==> src/rtl/stack_engine_pkg.sv <==
// Shared encodings for the call/return stack engine: sp_sel codes, FSM states
// and the default stack placement.
package stack_engine_pkg;

    localparam logic [1:0] SP_NONE = 2'd0;
    localparam logic [1:0] SP_PUSH = 2'd1;
    localparam logic [1:0] SP_POP  = 2'd2;
    localparam logic [1:0] SP_RSVD = 2'd3;

    localparam logic [18:0] DEF_STACK_BASE  = 19'h7FFFF;
    localparam int          DEF_STACK_DEPTH = 64;

    typedef enum logic [1:0] {
        IDLE  = 2'd0,
        PUSH  = 2'd1,
        POP   = 2'd2,
        FAULT = 2'd3
    } state_t;

endpackage

==> src/rtl/stack_engine.sv <==
// Hardware return-address stack living in data memory, driven by CALL/RET.
// Optional STACK_GUARD_EN build macro traps overflow/underflow into a sticky FAULT.
module stack_engine
    import stack_engine_pkg::*;
#(
    parameter int          DW          = 19,
    parameter logic [DW-1:0] STACK_BASE = DW'(DEF_STACK_BASE),
    parameter int          STACK_DEPTH = DEF_STACK_DEPTH
) (
    input  logic          clk,
    input  logic          rst,
    input  logic [1:0]    sp_sel,
    input  logic [DW-1:0] ret_addr,
    output logic          mem_req,
    output logic          mem_we,
    output logic [DW-1:0] mem_addr,
    output logic [DW-1:0] mem_wdata,
    input  logic [DW-1:0] mem_rdata,
    input  logic          mem_ack,
    output logic          stall,
    output logic [DW-1:0] pc_target,
    output logic          pc_target_valid,
    output logic [DW-1:0] sp,
    output logic [6:0]    depth,
    output logic          fault
);

    state_t        state_reg, state_next;
    logic [DW-1:0] sp_reg, sp_next;
    logic [6:0]    depth_reg, depth_next;
    logic [DW-1:0] ret_reg, ret_next;
    logic [DW-1:0] pc_target_reg, pc_target_next;
    logic          pc_valid_reg, pc_valid_next;
    logic          stall_c;
    logic          push_blocked, pop_blocked;

`ifdef STACK_GUARD_EN
    assign push_blocked = (depth_reg == 7'(STACK_DEPTH));
    assign pop_blocked  = (depth_reg == 7'd0);
`else
    assign push_blocked = 1'b0;
    assign pop_blocked  = 1'b0;
`endif

    always_ff @(posedge clk) begin
        if (rst) begin
            state_reg     <= IDLE;
            sp_reg        <= STACK_BASE;
            depth_reg     <= '0;
            ret_reg       <= '0;
            pc_target_reg <= '0;
            pc_valid_reg  <= 1'b0;
        end else begin
            state_reg     <= state_next;
            sp_reg        <= sp_next;
            depth_reg     <= depth_next;
            ret_reg       <= ret_next;
            pc_target_reg <= pc_target_next;
            pc_valid_reg  <= pc_valid_next;
        end
    end

    always_comb begin
        state_next     = state_reg;
        sp_next        = sp_reg;
        depth_next     = depth_reg;
        ret_next       = ret_reg;
        pc_target_next = pc_target_reg;
        pc_valid_next  = 1'b0;
        stall_c        = 1'b0;
        mem_req        = 1'b0;
        mem_we         = 1'b0;
        mem_addr       = '0;
        mem_wdata      = '0;
        case (state_reg)
            IDLE: begin
                // Reserved and none codes fall through with no effect.
                if (sp_sel == SP_PUSH) begin
                    stall_c    = 1'b1;
                    ret_next   = ret_addr;
                    state_next = push_blocked ? FAULT : PUSH;
                end else if (sp_sel == SP_POP) begin
                    stall_c    = 1'b1;
                    state_next = pop_blocked ? FAULT : POP;
                end
            end
            PUSH: begin
                stall_c   = 1'b1;
                mem_req   = 1'b1;
                mem_we    = 1'b1;
                mem_addr  = sp_reg;
                mem_wdata = ret_reg;
                if (mem_ack) begin
                    sp_next    = sp_reg - DW'(1);
                    depth_next = depth_reg + 7'd1;
                    state_next = IDLE;
                end
            end
            POP: begin
                stall_c  = 1'b1;
                mem_req  = 1'b1;
                mem_addr = sp_reg + DW'(1);
                if (mem_ack) begin
                    pc_target_next = mem_rdata;
                    pc_valid_next  = 1'b1;
                    sp_next        = sp_reg + DW'(1);
                    depth_next     = depth_reg - 7'd1;
                    state_next     = IDLE;
                end
            end
`ifdef STACK_GUARD_EN
            FAULT: begin
                stall_c = 1'b1;
            end
`endif
            default: begin
                state_next = IDLE;
            end
        endcase
    end

    // Stall is forced low while reset is held so the pipeline sees a clean start.
    assign stall           = stall_c && !rst;
    assign pc_target       = pc_target_reg;
    assign pc_target_valid = pc_valid_reg;
    assign sp              = sp_reg;
    assign depth           = depth_reg;
`ifdef STACK_GUARD_EN
    assign fault = (state_reg == FAULT);
`else
    assign fault = 1'b0;
`endif

endmodule

==> config.mk <==
export PLATFORM = sky130hd
export DESIGN_NAME = stack_engine
export DESIGN_NICKNAME = d
export VERILOG_FILES = /design/src/rtl/stack_engine_pkg.sv /design/src/rtl/stack_engine.sv
export SDC_FILE = /design/constraint.sdc
export NUM_CORES = 1
export LEC_CHECK = 0
export CORE_MARGIN = 5
export CORE_UTILIZATION = 24
export CTS_CLUSTER_DIAMETER = 80
export CTS_CLUSTER_SIZE = 28
export DETAILED_ROUTE_END_ITERATION = 8
export HOLD_SLACK_MARGIN = 0.15
export SYNTH_ARGS = -nofsm -noshare
export SYNTH_HDL_FRONTEND = slang
export SYNTH_SLANG_ARGS = --single-unit
export TNS_END_PERCENT = 20
==> constraint.sdc <==
create_clock -name clk -period 4 [get_ports clk]
set_input_delay 0.8 -clock clk [delete_from_list [all_inputs] [get_ports clk]]
set_output_delay 0.8 -clock clk [all_outputs]
set_load 0.05 [all_outputs]
==> Yosys cells after proc, flatten, opt, wreduce, memory -nomap -nowiden <==
Cells that the tools add are included.
{ "classes": {"add_sub_neg": 4, "n_eq_ne": 8, "mux": 18, "bitwise": 1, "n_reduce_logical": 10} }
{ "ops": {"columns": ["operator", "n"], "rows": [
  ["19-bit case mux with 2 select lines", 2],
  ["19-bit 2-to-1 mux", 3],
  ["19-bit by 1-bit adder with 19-bit output, second input constant", 1],
  ["19-bit by 1-bit subtractor with 19-bit output, second input constant", 1],
  ["7-bit 2-to-1 mux", 2],
  ["7-bit case mux with 2 select lines", 1],
  ["7-bit by 1-bit adder with 7-bit output, second input constant", 1],
  ["7-bit by 1-bit subtractor with 7-bit output, second input constant", 1],
  ["2-bit 2-to-1 mux", 3],
  ["2-bit AND reduction", 3],
  ["1-bit 2-to-1 mux", 5],
  ["2-bit by 1-bit equality test with 1-bit output, second input constant", 2],
  ["2-bit equality test, second input constant", 2],
  ["2-bit inequality test, second input constant", 2],
  ["2-bit case mux with 2 select lines", 1],
  ["2-bit OR reduction", 2],
  ["3-bit inequality test, second input constant", 1],
  ["3-bit AND reduction", 1],
  ["2-bit logical NOT", 1],
  ["2-bit by 1-bit inequality test with 1-bit output, second input constant", 1],
  ["1-bit case mux with 2 select lines", 1],
  ["2-bit nonzero test", 1],
  ["1-bit logical AND", 1],
  ["1-bit logical NOT", 1],
  ["1-bit inverter", 1]
]} }
{ "word_totals": {"register_bits": 67, "in_bits": 43, "word_cells": 47} }

==> Depth between registers and ports, before layout <==
{ "depth": {"ltp_word": 5, "ltp_mapped": 11, "ltp_nobuf": 9} }

==> Worst setup path before layout <==
OpenSTA, ideal clock, no wires.
{ "synth_path": {"path_kind": "register to output", "start": "reg sp_reg[1] (netlist: sp[1])", "end": "out mem_addr[18]", "arrival_ns": 3.360, "slack_ns": -0.160, "path_stages_with_launch": 7, "n_path_buf": 0, "path_cell_list": "dfxtp_1 > ha_1 > nand3_1 > nor4_2 > and3_1 > a21oi_1 > a311oi_1"} }
{ "synth_via": {"elab_chain_cells": 2} }
{ "synth_rtl": {"columns": ["item", "line_no", "rtl"], "rows": [
  ["start: declaration", "stack_engine.sv:29", "logic [DW-1:0] sp_reg, sp_next;"],
  ["start signal: assignment", "stack_engine.sv:55", "sp_reg <= sp_next;"],
  ["19-bit by 1-bit adder with 19-bit output", "stack_engine.sv:102", "mem_addr = sp_reg + DW'(1);"],
  ["19-bit case mux with 2 select lines", "stack_engine.sv:75", "case (state_reg)"],
  ["end: declaration", "stack_engine.sv:16", "output logic [DW-1:0] mem_addr,"]
]} }
No other way between the ends.

==> Final worst setup path <==
{ "layout_path": {"start": "reg sp_reg[0] (netlist: sp[0])", "end": "out mem_addr[12]"} }
Same word-level chain as after synthesis.

==> flow_summary.ini <==
[routing]
num_vias = 4117
drt_iter0_drc = 320
drtAntennaViolNets = 0
dr.pass1.iters = 5
route.detailed.drc = 0
viasPerCell = 4.75
finalWirelength_mm = 12.9
wl_per_cell_um = 14.9

[pwr]
power.total_w = 0.00231
power_leakage_nw = 2.13
power_density_nw_per_um2 = 392
peakVddDrop_mv = 0.194

[floorplan]
core_area_um2 = 16400
chipWidth_um = 139
rows = 47
initial_core_util_pct = 24.2
boundaryPins = 131
die_h_um = 139
fp.dieArea_um2 = 19200

[global_routing]
grt_antenna_before_repair = 0
grt_remaining_overflow = 0
grt_pass1_wl_mm = 21.0
grtUsageMet1_pct = 16.6
grt_max_degree = 50
gr-usage-met2_pct = 21.4
globalRouteMet3Util_pct = 5.28
grt_pass1_vias = 3831
grt-busiest-layer = met2
groute.usage.overall_pct = 13.3

[worst_setup_path]
crit_required_ns = 3.20
cp.arrival_ns = 2.72
worst-path-max-fanout = 12
path_class = register to output pin
critPathLaunchType = register
r2r_setup_slack_ns = 1.46
critPathCaptureType = output pin

[sta]
rsz0062_at_grt = false
setup_viol = 0
fmax_mhz = 284
finalCriticalPeriod_ns = 3.52
worst_pin_slew_ns = 0.720
setup_tns_ns = 0
final_hold_viol_count = 0
setup_slack_ns = 0.480
finalCritPeriodShare_pct = 88.0
relSlewSlack_pct = 51.5
slew_violations = 0
finClkSkew_ns = 0.00787

[finish]
layout.nets = 698
diodes = 0
drive_gt1_share_pct = 9.12
layout-area-overhead-vs-synth_pct = 48.2
fin_area_um2 = 5890

[clock_tree]
root_buffer = clkbuf_16
hold_buffers = 0
cts_tree = built
cts_buffers = 9
cts_resized = 0
clk_latency_ns = 0.34
cts_sinks = 67
post_cts_buffers = 0
clk_pin_slew_ns = 0.05
clockBufferDepth = 2
htree_num_levels = 3

[placement]
place_area_um2 = 5560
gp_congestion = 0.845
hpwl_mm = 9.13
numPortBuffers = 129
pre_cts_ws_ns = 0.855

[synth]
ys_seq_area_share_pct = 33.8
yosysMostFrequentCell = nand2_1
syn_nets = 594
synthFlopType = dfxtp_1
yosysTopAreaCell = dfxtp_1
synth.top_cell.area_share_pct = 33.8
synth_cells = 538
yosysUniqueCellTypes = 57
avgSynthCellArea_um2 = 7.38
yosys-top-cells-area = dfxtp_1, nand2_1, a21oi_1
synthTopCellsByCount = nand2_1, a21oi_1, dfxtp_1
async_reset_ff_share_pct = 0
synth_edf_count = 0
yosysWarnings = 0
syn_area_um2 = 3970
ys_ff_latch = 67

[job]
drv_cap = 0

[min_path]
hold_class = register to register

[run_status]
status = finished, final reports clean
## layout by cell type, fill, tap and decap left out, types with 10 or more instances in the layout
cell type	synthesis	layout
nand2_1	115	115
clkdlybuf4s50_1	0	109
a21oi_1	67	67
dfxtp_1	67	67
and2_1	23	23
nor2_1	21	21
o21ai_0	18	18
buf_4	2	16
nand3_1	15	15
buf_12	0	15
inv_1	14	14
ha_1	12	12
nand4_1	10	10
nor3_1	10	10
## layout make-up
cell class                 instances  area (µm²)
fill                            1730       10500
multi-input combinational        409        2370
timing repair buffer             141        1520
sequential                        67        1340
tap                              220         275
clock buffer                      10         239
clock inverter                     6        88.8
inverter                          14        52.6
## final timing paths
| kind | startpoint | end | cells after the start |
|---|---|---|---|
| setup / recovery | sp[0]$_SDFFE_PP1P_ | mem_addr[12] | 7 |
| hold / removal | ret_reg[0]$_SDFFE_PP0P_ | ret_reg[0]$_SDFFE_PP0P_ | 2 |
| setup reg to reg | state_reg[0]$_SDFFE_PP0P_ | sp[11]$_SDFFE_PP1P_ | 8 |
| hold reg to reg | ret_reg[0]$_SDFFE_PP0P_ | ret_reg[0]$_SDFFE_PP0P_ | 2 |
## stage by stage
| step | cells | utilization [%] | hold WS, ns |
|---|---|---|---|
| floorplan | 538 | - | 0.432 |
| detailed placement | 851 | 33.9 | 0.442 |
| global route | 867 | 35.9 | 0.471 |
| global placement | 851 | 33.9 | 0.437 |
| finish | 867 | 35.9 | 0.447 |
| CTS | 867 | 35.9 | 0.450 |
## kinds of logic after synthesis
| group | Yosys count | share of synthesized area [%] |
|---|---|---|
| muxes | 8 | 2.05 |
| adders and majority gates | 13 | 4.28 |
| AOI/OAI and AO/OA | 129 | 19.5 |
| and+or+nand+nor | 249 | 31.7 |
| xor gates and xnor gates | 9 | 1.98 |
| other | 1 | 0.0944 |
| DFF | 67 | 33.8 |
| buffers and inverters | 62 | 6.61 |
## critical path, cell delays in order (launching register included)
cell,delay (ns)
dfxtp_1,0.53
ha_1,0.30
nand3_1,0.21
nor3_1,0.37
and3_1,0.27
a21oi_1,0.09
nor3_1,0.42
buf_12,0.20
## routing by layer
layer,routed length (µm),up-vias
met5,0,-
met4,116,0
met3,1290,8
met2,6160,153
met1,5370,1873
li1,-,2083
## power by group
| group | internal, W | switching [W] | total, W | leakage [nW] |
|---|---|---|---|---|
| clock | 0.000562 | 0.000308 | 0.000870 | 0.155 |
| sequential | 0.000705 | 0.0000496 | 0.000755 | 0.545 |
| combinational | 0.000259 | 0.000426 | 0.000685 | 1.43 |
| total | 0.00153 | 0.000784 | 0.00231 | 2.13 |
Note: power is estimated with default switching activity, not from simulation.
